### src/rtl/uart_pkg.sv
// Shared UART definitions: parity modes, FSM state encoding and the
// elaboration-time helpers that turn clock/baud/format parameters into sizes.
package uart_pkg;

  localparam int PAR_NONE = 0;
  localparam int PAR_ODD  = 1;
  localparam int PAR_EVEN = 2;

  typedef enum logic [1:0] {
    ST_IDLE  = 2'b00,
    ST_SHIFT = 2'b01
  } tx_state_e;

  function automatic int calc_baud_div(input int clk_hz, input int baud);
    return clk_hz / baud;
  endfunction

  function automatic int frame_bits(input int data_bits, input int parity, input int stop_bits);
    return 1 + data_bits + ((parity != PAR_NONE) ? 1 : 0) + stop_bits;
  endfunction

endpackage

### src/rtl/uart_baud_tick.sv
// Bit-period timer: counts 0..BAUD_DIV-1, flags the last count (tick) and the
// one before it (pre_tick) so registered outputs can be armed a clock early.
module uart_baud_tick #(
  parameter int BAUD_DIV = 8
) (
  input  logic clk,
  input  logic rst_n,
  input  logic restart,
  output logic tick,
  output logic pre_tick
);

  localparam int CNT_W = $clog2(BAUD_DIV);
  localparam logic [CNT_W-1:0] CNT_LAST = CNT_W'(BAUD_DIV - 1);
  localparam logic [CNT_W-1:0] CNT_PRE  = CNT_W'(BAUD_DIV - 2);

  logic [CNT_W-1:0] cnt;

  always_ff @(posedge clk or negedge rst_n) begin
    if (!rst_n) begin
      cnt <= '0;
    end else if (restart || (cnt == CNT_LAST)) begin
      cnt <= '0;
    end else begin
      cnt <= cnt + CNT_W'(1);
    end
  end

  assign tick     = (cnt == CNT_LAST);
  assign pre_tick = (cnt == CNT_PRE);

endmodule

### src/rtl/uart_tx_cfg.sv
// Configurable UART transmitter (data width, parity, stop bits) with a
// valid/ready byte input that supports zero-gap back-to-back frames.
module uart_tx_cfg
  import uart_pkg::*;
#(
  parameter int CLK_HZ    = 50250000,
  parameter int BAUD      = 115200,
  parameter int DATA_BITS = 8,
  parameter int PARITY    = PAR_NONE,
  parameter int STOP_BITS = 1,
  parameter int BAUD_DIV  = calc_baud_div(CLK_HZ, BAUD)
) (
  input  logic                 clk,
  input  logic                 rst_n,
  input  logic                 data_val_i,
  input  logic [DATA_BITS-1:0] data_in,
  output logic                 data_rdy_o,
  output logic                 busy_o,
  output logic                 done_o,
  output logic                 tx
);

  localparam int FRAME_BITS = frame_bits(DATA_BITS, PARITY, STOP_BITS);
  localparam int BIT_W      = $clog2(FRAME_BITS + 1);
  localparam logic [BIT_W-1:0] LAST_BIT = BIT_W'(FRAME_BITS - 1);

  if (BAUD_DIV < 2) begin : g_bad_baud_div
    $error("uart_tx_cfg: BAUD_DIV must be at least 2");
  end
  if ((DATA_BITS < 5) || (DATA_BITS > 9)) begin : g_bad_data_bits
    $error("uart_tx_cfg: DATA_BITS must be in 5..9");
  end
  if ((PARITY != PAR_NONE) && (PARITY != PAR_ODD) && (PARITY != PAR_EVEN)) begin : g_bad_parity
    $error("uart_tx_cfg: PARITY must be 0, 1 or 2");
  end
  if ((STOP_BITS != 1) && (STOP_BITS != 2)) begin : g_bad_stop_bits
    $error("uart_tx_cfg: STOP_BITS must be 1 or 2");
  end

  tx_state_e state, state_next;

  logic [FRAME_BITS-1:0] shift_reg;
  logic [FRAME_BITS-1:0] frame_load;
  logic [BIT_W-1:0]      bit_cnt;
  logic                  rdy_q;
  logic                  done_q;
  logic                  accept;
  logic                  tick;
  logic                  pre_tick;
  logic                  last_bit;
  logic                  parity_bit;

  assign accept     = data_val_i && rdy_q;
  assign last_bit   = (bit_cnt == LAST_BIT);
  assign data_rdy_o = rdy_q;
  assign done_o     = done_q;

  uart_baud_tick #(
    .BAUD_DIV (BAUD_DIV)
  ) u_baud_tick (
    .clk      (clk),
    .rst_n    (rst_n),
    .restart  (accept),
    .tick     (tick),
    .pre_tick (pre_tick)
  );

  assign parity_bit = (PARITY == PAR_ODD) ? ~(^data_in) : (^data_in);

  // The whole frame is latched at accept; stop bits come from the '1 fill.
  always_comb begin
    frame_load                = '1;
    frame_load[0]             = 1'b0;
    frame_load[DATA_BITS:1]   = data_in;
    if (PARITY != PAR_NONE) begin
      frame_load[DATA_BITS+1] = parity_bit;
    end
  end

  always_ff @(posedge clk or negedge rst_n) begin
    if (!rst_n) begin
      state <= ST_IDLE;
    end else begin
      state <= state_next;
    end
  end

  always_comb begin
    state_next = ST_IDLE;
    busy_o     = 1'b0;
    tx         = 1'b1;
    case (state)
      ST_IDLE: begin
        state_next = accept ? ST_SHIFT : ST_IDLE;
      end
      ST_SHIFT: begin
        busy_o     = 1'b1;
        tx         = shift_reg[0];
        state_next = (tick && last_bit && !accept) ? ST_IDLE : ST_SHIFT;
      end
      default: begin
        state_next = ST_IDLE;
      end
    endcase
  end

  // Ready and done are armed at pre_tick so both are high on exactly the
  // final clock of the last stop bit, allowing a gapless follow-on accept.
  always_ff @(posedge clk or negedge rst_n) begin
    if (!rst_n) begin
      shift_reg <= '1;
      bit_cnt   <= '0;
      rdy_q     <= 1'b1;
      done_q    <= 1'b0;
    end else if (accept) begin
      shift_reg <= frame_load;
      bit_cnt   <= '0;
      rdy_q     <= 1'b0;
      done_q    <= 1'b0;
    end else if (state == ST_SHIFT) begin
      done_q <= pre_tick && last_bit;
      if (pre_tick && last_bit) begin
        rdy_q <= 1'b1;
      end
      if (tick) begin
        shift_reg <= {1'b1, shift_reg[FRAME_BITS-1:1]};
        bit_cnt   <= last_bit ? '0 : (bit_cnt + BIT_W'(1));
      end
    end else begin
      shift_reg <= '1;
      bit_cnt   <= '0;
      rdy_q     <= 1'b1;
      done_q    <= 1'b0;
    end
  end

endmodule
### config.mk
export PLATFORM = sky130hd
export DESIGN_NAME = uart_tx_cfg
export DESIGN_NICKNAME = d
export VERILOG_FILES = /design/src/rtl/uart_pkg.sv /design/src/rtl/uart_baud_tick.sv /design/src/rtl/uart_tx_cfg.sv
export SDC_FILE = /design/constraint.sdc
export NUM_CORES = 1
export LEC_CHECK = 0
export ABC_AREA = 1
export BUFFER_PORTS_ARGS = -buffer_cell sky130_fd_sc_hd__buf_2
export CAP_MARGIN = 10
export CORE_MARGIN = 2
export CORE_UTILIZATION = 50
export DETAILED_ROUTE_END_ITERATION = 16
export GPL_TIMING_DRIVEN = 0
export PLACE_DENSITY = 0.77
export SLEW_MARGIN = 20
export SYNTH_ARGS = -nofsm -noshare
export SYNTH_HDL_FRONTEND = slang
export SYNTH_HIERARCHICAL = 1
export SYNTH_SLANG_ARGS = --single-unit
### constraint.sdc
create_clock -name clk -period 2 [get_ports clk]
set_input_delay 0.1 -clock clk [delete_from_list [all_inputs] [get_ports clk]]
set_output_delay 0.1 -clock clk [all_outputs]
set_load 0.01 [all_outputs]
==> results of run 1 <==
-- cells in the final DEF (no fill, tap or decap) --
cell	count
nor2_4	2
o21ai_1	1
clkbuf_1	1
nor2_1	18
dlygate4sd3_1	5
dfstp_2	10
buf_6	4
inv_1	15
ha_1	4
nand4_1	1
inv_2	2
nor3_1	1
nand2_4	3
clkbuf_4	3
xor2_1	2
or2_2	1
nor2_2	3
xnor2_1	3
nor4_1	1
buf_2	14
nand2_1	53
nand3_1	13
dfrtp_1	15
a21oi_2	2
a21oi_1	3
nand2_2	3
o21ai_0	8
-- routing by layer --
layer / global-route usage [%] / routed length (µm)
met5: 0 / 0
met4: 3.74 / 13
met1: 23.6 / 1190
met3: 4.84 / 110
met2: 32.6 / 1330
-- cell families (layout without fill, tap and decap cells) --
family / after synthesis / after routing / share of synthesized area, %
and+or+nand+nor: 99 / 99 / 32.8
DFF: 25 / 25 / 46.7
buffers and inverters: 21 / 44 / 7.96
AOI/OAI and AO/OA: 14 / 14 / 5.67
xor gates and xnor gates: 5 / 5 / 3.20
adders and majority gates: 4 / 4 / 3.66
-- metrics by stage --
stage	utilization, %	hold WS (ns)	total power, mW
final	61.0	0.0113	1.30
after global placement	58.0	0.114	1.05
after CTS	60.2	0.000176	1.31
after detailed placement	58.0	0.127	1.08
after floorplan	-	-0.196	0.985
after global routing	61.0	0.0113	1.40
-- cell type report --
| class | instances | area [µm²] |
|---|---|---|
| fillers | 231 | 993 |
| flip-flops and latches | 25 | 638 |
| multi-input cells | 122 | 621 |
| repair buffers | 19 | 120 |
| inverters | 17 | 63.8 |
| plain buffers | 4 | 45.0 |
| well taps | 30 | 37.5 |
| clock buffers | 4 | 26.3 |
-- worst max-delay path: stages, from the launching register on --
cell	delay (ns)
dfrtp_1	0.43
ha_1	0.27
nand2_1	0.07
nor2_1	0.13
nand2_2	0.10
inv_1	0.16
buf_6	0.17
inv_2	0.03
nor3_1	0.19
o21ai_1	0.09
-- how the worst max path moves through the flow --
| stage | start | endpoint | slack [ns] |
|---|---|---|---|
| after CTS | u_baud_tick/cnt[0] | state[0] | 0.29 |
| final | u_baud_tick/cnt[0] | state[0] | 0.28 |
| after global routing | u_baud_tick/cnt[0] | state[0] | 0.09 |
| after detailed placement | u_baud_tick/cnt[0] | state[0] | 0.30 |
| after floorplan | u_baud_tick/cnt[0] | state[0] | 0.50 |
| after global placement | u_baud_tick/cnt[0] | state[0] | 0.36 |
-- repair_timing --
| action | in CTS | in global routing |
|---|---|---|
| endpoints found under the hold margin | 17 | 2 |
| hold buffers | 3 | 2 |
| buffers inserted | 0 | 0 |
-- where the power goes --
group	total, mW	switching [mW]	internal [mW]	leakage [nW]
Clock	0.231	0.153	0.0781	0.0150
Sequential	0.760	0.0957	0.665	0.300
Combinational	0.313	0.181	0.132	0.496
Total	1.30	0.429	0.875	0.811
==> results.ini, run 1 <==
[outcome]
outcome = complete, no violations

[setup_path]
timing.rr.end = state[0]
reg2reg_depth = 9
rrSetupSlack_ns = 0.28
worstSetupPathType = reg -> reg
timing.rr.start = u_baud_tick/cnt[0]
crit_path_end_kind = flip-flop
crit_required_ns = 2.22
crit_fanout = 10
cp-start-kind = flip-flop
crit_arrival_ns = 1.95

[cts]
h-tree-depth = 1
clkSinkCount = 25
clk_latency_ns = 0.32
clock_path_buffers = 2
clkTransAtPathRegs_ns = 0.14
cts_tree = built
ctsRootBufferMaster = clkbuf_4
numCtsBuffers = 3
post_cts_resized = 0

[floorplanning]
initial_utilization_pct = 53.7
die_h_um = 56.3
core_um2 = 2540
ios = 15
num_rows = 18
chipWidth_um = 56.3
die-area_um2 = 3170

[logic_synthesis]
yosysMostFrequentCell = nand2_1
yosysSeqAreaShare_pct = 46.7
ys_seq_elements = 25
synth_edf_count = 0
synth_top_flop_cell = dfrtp_1
yosysWarningCount = 6
syn-num-nets = 183
syn_area_um2 = 1370
synthTopCellsByArea = dfrtp_1, dfstp_2, nand2_1
yosysTopAreaCell = dfrtp_1
synth_commonest_cells = nand2_1, nor2_1, dfrtp_1, inv_1, nand3_1
syn_area_per_cell_um2 = 8.14
synth_cell_types = 23
synth_top_area_share_pct = 27.4
async_flop_share_pct = 100
synthCells = 168

[timing]
setup_violations = 0
hold_violations = 0
setup_ws_ns = 0.276
relSlewSlack_pct = 62.7
fmax_ghz = 0.580
fin_crit_ns = 1.72
finalSetupTns_ns = 0
worstMarginPinSlew_ns = 0.560
slew_violations = 0
rsz0062_at_grt = false
fin_crit_sh_pct = 86.2
clock_skew_ns = 0.00728

[grt]
grt_pass1_vias = 1101
grt-ovfl-total = 0
grt_antenna_before_repair = 0
gr-usage-all-layers_pct = 18.7
grt_pass1_wl_um = 4740
grt_max_degree = 26

[hold_path]
hold_path_end = shift_reg[7]
min_from = data_in[6]
min_path_type = in -> reg
hold_depth = 3

[finish]
n_antenna_cell = 0
drive_above_1_share_pct = 24.6
final_cell_area_um2 = 1550
fin_nets = 207
layout.cells.non_filler = 221
area_growth_pct = 13.4

[power]
power.leakage_nw = 0.811
powerDensity_nw_per_um2 = 840
peakVddDrop_uv = 651

[drt]
drtIter0Drc = 56
ant_nets = 0
drt-total-wl_um = 2640
num_vias = 1115
drc_errors = 0
drt_pass1_iterations = 5
wl_per_cell_um = 11.9
viasPerCell = 5.05

[job]
cap_violations = 0

[placed_design]
place_inst = 212
place.gp.congestion = 0.892
hpwlAfterDp_um = 1930
dpl-instance-area_um2 = 1480
place_ws_ns = 0.305
portBuffers = 14

Power figures use the tool's default switching activity.
==> run 2, diff against run 1 <==
RECOVER_POWER = 100   (was not set)
SETUP_SLACK_MARGIN = 0.2   (was not set)
==> run 2 against run 1 <==
Net effect: final area fell by 0.73%; hold slack barely moved; maximum frequency rose by 2.3%; critical path type unchanged; largest cell class unchanged.
==> results.ini, run 2 (synthesized netlist as in run 1, its figures left out) <==
[setup_path]
reg2reg_depth = 9
crit_path_end_kind = flip-flop
crit_fanout = 10
cp-start-kind = flip-flop
endpoint = state[0]
crit_arrival_ns = 1.91
critPathLaunch = u_baud_tick/cnt[0]
timing.rr.start = u_baud_tick/cnt[0]
timing.rr.end = state[0]
worstSetupPathType = reg -> reg
rrSetupSlack_ns = 0.31
crit_required_ns = 2.22

[drt]
viasPerCell = 5.08
drt_pass1_iterations = 4
top_layer = met4
num_vias = 1123
drt-total-wl_um = 2640
ant_nets = 0
drc_errors = 0
dr_wl_met3_um = 134
wl_per_cell_um = 11.9
met1Wirelength_um = 1170
drtIter0Drc = 56
met2_length_um = 1320

[power]
power.switching_mw = 0.428
sw_frac_of_total_pct = 32.9
comb_power_share_pct = 23.8
peakVddDrop_uv = 655
powerDensity_nw_per_um2 = 845
power.leakage_nw = 0.802
p_clk_share_pct = 17.7
internal-power_mw = 0.873
pwr-share-seq_pct = 58.4

[timing]
fin_crit_ns = 1.69
relSlewSlack_pct = 10.9
hold_violations = 0
fmax_ghz = 0.593
worstMarginPinSlew_ns = 1.34
fin_crit_sh_pct = 84.3
finalSetupTns_ns = 0
rsz0062_at_grt = false
setup_violations = 0
clock_skew_ns = 0.00719
slew_violations = 0

[cts]
cts_tree = built
h-tree-depth = 1
ctsRootBufferMaster = clkbuf_4
numCtsBuffers = 3
clkSinkCount = 25
clk_latency_ns = 0.32
postCtsSetupRepairBufs = 0
clock_path_buffers = 2
clkTransAtPathRegs_ns = 0.14

[placed_design]
place.gp.congestion = 0.892
hpwlAfterDp_um = 1930
portBuffers = 14

[finish]
final_cell_mix = nand2_1, nor2_1, inv_1, dfrtp_1, nand3_1
final_util_pct = 60.5
n_antenna_cell = 0
fill_cells = 235
fin_nets = 207
area_growth_pct = 12.6
final_common_cell = nand2_1
drive_above_1_share_pct = 22.0

[floorplanning]
core_um2 = 2540
ios = 15
initial_utilization_pct = 53.7
die-area_um2 = 3170
die_h_um = 56.3
num_rows = 18
chipWidth_um = 56.3

[grt]
gr-usage-all-layers_pct = 18.7
grt_pass1_wl_um = 4740
grt_pass1_vias = 1101
grt_antenna_before_repair = 0
grt-ovfl-total = 0
grt_max_degree = 26

[outcome]
outcome = complete, no violations

[hold_path]
min_path_type = in -> reg
hold_depth = 3

[job]
cap_violations = 0

-- run 2: cell types whose count changed in the layout (fill, tap and decap cells not counted), sizes merged --
cell / previous run / this run
clkbuf: 4 / 7
buf: 18 / 15
-- run 2: cell type report --
class                   instances  area (µm²)  area share [%]
inverters                      17        63.8            4.14
repair buffers                 19         116            7.55
clock buffers                   4        26.3            1.71
flip-flops and latches         25         638            41.4
multi-input cells             122         613            39.8
plain buffers                   4        45.0            2.92
well taps                      30        37.5            2.44
-- run 2: through the flow --
stage / hold WS [ns] / cell area [µm²] / instances / power [mW] / setup WS [ns]
after global placement: 0.114 / 1480 / 212 / 1.05 / 0.355
after CTS: 0.000176 / 1530 / 219 / 1.31 / 0.289
after floorplan: -0.196 / 1370 / 168 / 0.985 / 0.497
after global routing: 0.0113 / 1540 / 221 / 1.40 / 0.115
after detailed placement: 0.127 / 1480 / 212 / 1.08 / 0.305
final: 0.0111 / 1540 / 221 / 1.30 / 0.314
-- run 2: worst min path at each step --
stage | startpoint | end | slack, ns
3_3_place_gp | rst_n | u_baud_tick/cnt[7] | 0.11
2_1_floorplan | rst_n | bit_cnt[0] | -0.20
4_1_cts | data_in[4] | shift_reg[5] | 0.0002
5_1_grt | data_in[7] | shift_reg[8] | 0.01
6_report | data_in[6] | shift_reg[7] | 0.01
3_5_place_dp | rst_n | done_o | 0.13
-- run 2: timing repair --
item | 4_1_cts | 5_1_grt
hold buffers | 3 | 2
setup endpoints to repair | 0 | 9
hold endpoints to repair | 17 | 2
gates resized for setup | 0 | 2
-- run 2: power by group through the flow --
stage	sequential [mW]	clock (mW)	combinational (mW)
floorplan	0.746	0	0.239
global placement	0.759	0	0.292
detailed placement	0.771	0	0.305
CTS	0.761	0.240	0.313
global route	0.773	0.262	0.361
finish	0.760	0.231	0.310
-- run 2: worst max-delay path, cell delays in order (launching register included) --
cell	delay, ns
dfrtp_1	0.43
ha_1	0.26
nand2_1	0.07
nor2_1	0.13
nand2_2	0.08
inv_1	0.14
buf_6	0.16
inv_2	0.03
nor3_1	0.19
o21ai_1	0.09
-- run 2: routing by layer --
layer	up-vias	GRT usage, %
met4	0	3.74
met3	2	4.84
met1	527	23.6
met2	28	32.6
li1	566	-
met5	-	0
==> run 3, diff against run 2 <==
PLACE_DENSITY = 0.79   (was 0.77)
clock period = 1.55 ns   (was 2 ns; I/O delays follow)
==> run 3 against run 2 <==
Net effect: worst setup slack lost 0.24 ns; critical path type unchanged; largest cell class is now multi-input gates; largest power group unchanged; sequential power grew 31%; global-route usage rose by 1.7 points.
==> results.ini, run 3 (synthesized netlist as in run 1, its figures left out) <==
[setup_path]
critical_path.cell_chain = buf_6 > buf_6 > inv_4 > ha_4 > nand2_2 > nor4_1 > nand2_1 > a21oi_2
crit_family = flip-flops
critical-path-slowest-cell = dfrtp_1
rrSetupSlack_ns = 0.07
timing.rr.end = data_rdy_o
cp-start-kind = flip-flop
critPathMostFrequentCell = buf_6
reg2reg_depth = 8
worstSetupPathType = reg -> reg
crit_arrival_ns = 1.73
cp_num_cells = 8
cp_num_buf_inv = 3
endpoint = data_rdy_o
crit_path_max_incr_delay_ns = 0.45
crit_required_ns = 1.81
crit_fanout = 2
timing.rr.start = u_baud_tick/cnt[0]
crit_path_end_kind = flip-flop
critPathLaunch = u_baud_tick/cnt[0]

[drt]
drc_errors = 0
drt-total-wl_um = 3120
drtIter0Drc = 62
wl_per_cell_um = 13.2
ant_nets = 0
drt_pass1_iterations = 4
num_vias = 1241
viasPerCell = 5.24

[timing]
finalSetupTns_ns = 0
setup_violations = 0
fin_crit_sh_pct = 95.3
fin_crit_ns = 1.48
slew_violations = 0
clock_skew_ns = 0.00881
rsz0062_at_grt = true
hold_violations = 0
fmax_ghz = 0.677
worstMarginPinSlew_ns = 0.621
relSlewSlack_pct = 58.6

[floorplanning]
core_um2 = 2540
die-area_um2 = 3170
chipWidth_um = 56.3
num_rows = 18
initial_utilization_pct = 53.7
ios = 15
die_h_um = 56.3

[placed_design]
place_inst = 212
hpwlAfterDp_um = 1840
place.gp.congestion = 0.845
dpl-instance-area_um2 = 1480
portBuffers = 14

[cts]
h-tree-depth = 1
clkSinkCount = 25
clock_path_buffers = 2
clk_latency_ns = 0.32
ctsRootBufferMaster = clkbuf_4
numCtsBuffers = 3
clkTransAtPathRegs_ns = 0.14
cts_tree = built

[grt]
grt_antenna_before_repair = 0
grt_max_degree = 26
gr-usage-all-layers_pct = 20.4
grt_pass1_vias = 1159
grt_pass1_wl_um = 5180
grt-ovfl-total = 0

[finish]
final_cell_mix = nand2_1, nor2_1, dfrtp_1, inv_1, buf_2
drive_above_1_share_pct = 36.7
n_antenna_cell = 0
final_common_cell = nand2_1
final_cell_area_um2 = 1790
area_growth_pct = 31.0
fill_cells = 172
fin_nets = 223
layout.cells.non_filler = 237

[power]
peakVddDrop_uv = 744
powerDensity_nw_per_um2 = 1070
power.leakage_nw = 0.906

[outcome]
outcome = complete, no violations

[hold_path]
min_path_type = in -> reg

[job]
cap_violations = 0

==> run 3: cell types whose count changed in the layout (fill, tap and decap cells not counted), sizes merged <==
cell / change
buf: +11
clkinv: +1
dlygate4sd3: +4
==> run 3: final cells by class <==
class / count / area (µm²) / area share, %
Inverter: 17 / 71.3 / 3.98
Clock inverter: 1 / 5.00 / 0.279
Multi-Input combinational cell: 122 / 713 / 39.8
Sequential cell: 25 / 638 / 35.6
Buffer: 4 / 37.5 / 2.09
Timing Repair Buffer: 35 / 267 / 14.9
Clock buffer: 3 / 22.5 / 1.26
Tap cell: 30 / 37.5 / 2.09
==> run 3: per-stage QoR <==
step,setup slack [ns],power (mW),hold slack [ns],utilization (%)
after floorplan,0.181,1.27,-0.218,-
after global placement,0.0470,1.36,0.0884,58.3
after detailed placement,0.00492,1.38,0.0993,58.3
after CTS,0.176,1.85,0.115,67.5
after global routing,0.0189,2.04,0.138,70.4
final,0.0732,1.91,0.138,70.4
==> run 3: what timing repair did <==
action | CTS | global route
gates cloned | 1 | 1
setup endpoints to repair | 17 | 18
hold buffers | 9 | 0
hold endpoints to repair | 23 | 0
setup buffers | 8 | 2
gates resized for setup | 13 | 25
pin swaps | 4 | 9
==> run 3: power by group <==
part	switching [mW]	total [mW]	internal (mW)
Clock	0.198	0.295	0.0965
Combinational	0.317	0.620	0.304
Sequential	0.136	0.994	0.858
Total	0.651	1.91	1.26
==> run 3: worst register-to-register path: cells and delay by family (launching register included) <==
family,cells,cell delay [ns]
DFF,1,0.45
AOI/OAI and AO/OA,1,0.15
adders and majority gates,1,0.12
buffers and inverters,3,0.29
and+or+nand+nor,3,0.40
==> run 3: worst min-delay path by stage <==
| stage | slack (ns) | start | end | depth (start not counted) |
|---|---|---|---|---|
| global route | 0.14 | data_val_i | data_rdy_o | 4 |
| floorplan | -0.22 | rst_n | bit_cnt[0] | 0 |
| global placement | 0.09 | rst_n | u_baud_tick/cnt[7] | 1 |
| finish | 0.14 | data_val_i | data_rdy_o | 4 |
| detailed placement | 0.1 | rst_n | done_o | 1 |
| CTS | 0.11 | data_val_i | data_rdy_o | 4 |
==> run 3: metal layers <==
| metal | share of wire, % | wire length, µm | GRT usage (%) | up-vias |
|---|---|---|---|---|
| li1 | - | - | - | 603 |
| met1 | 44 | 1380 | 27.9 | 605 |
| met2 | 51 | 1590 | 33.4 | 29 |
| met3 | 3.9 | 123 | 3.00 | 4 |
| met4 | 0.93 | 29 | 6.46 | 0 |
| met5 | 0 | 0 | 0 | - |
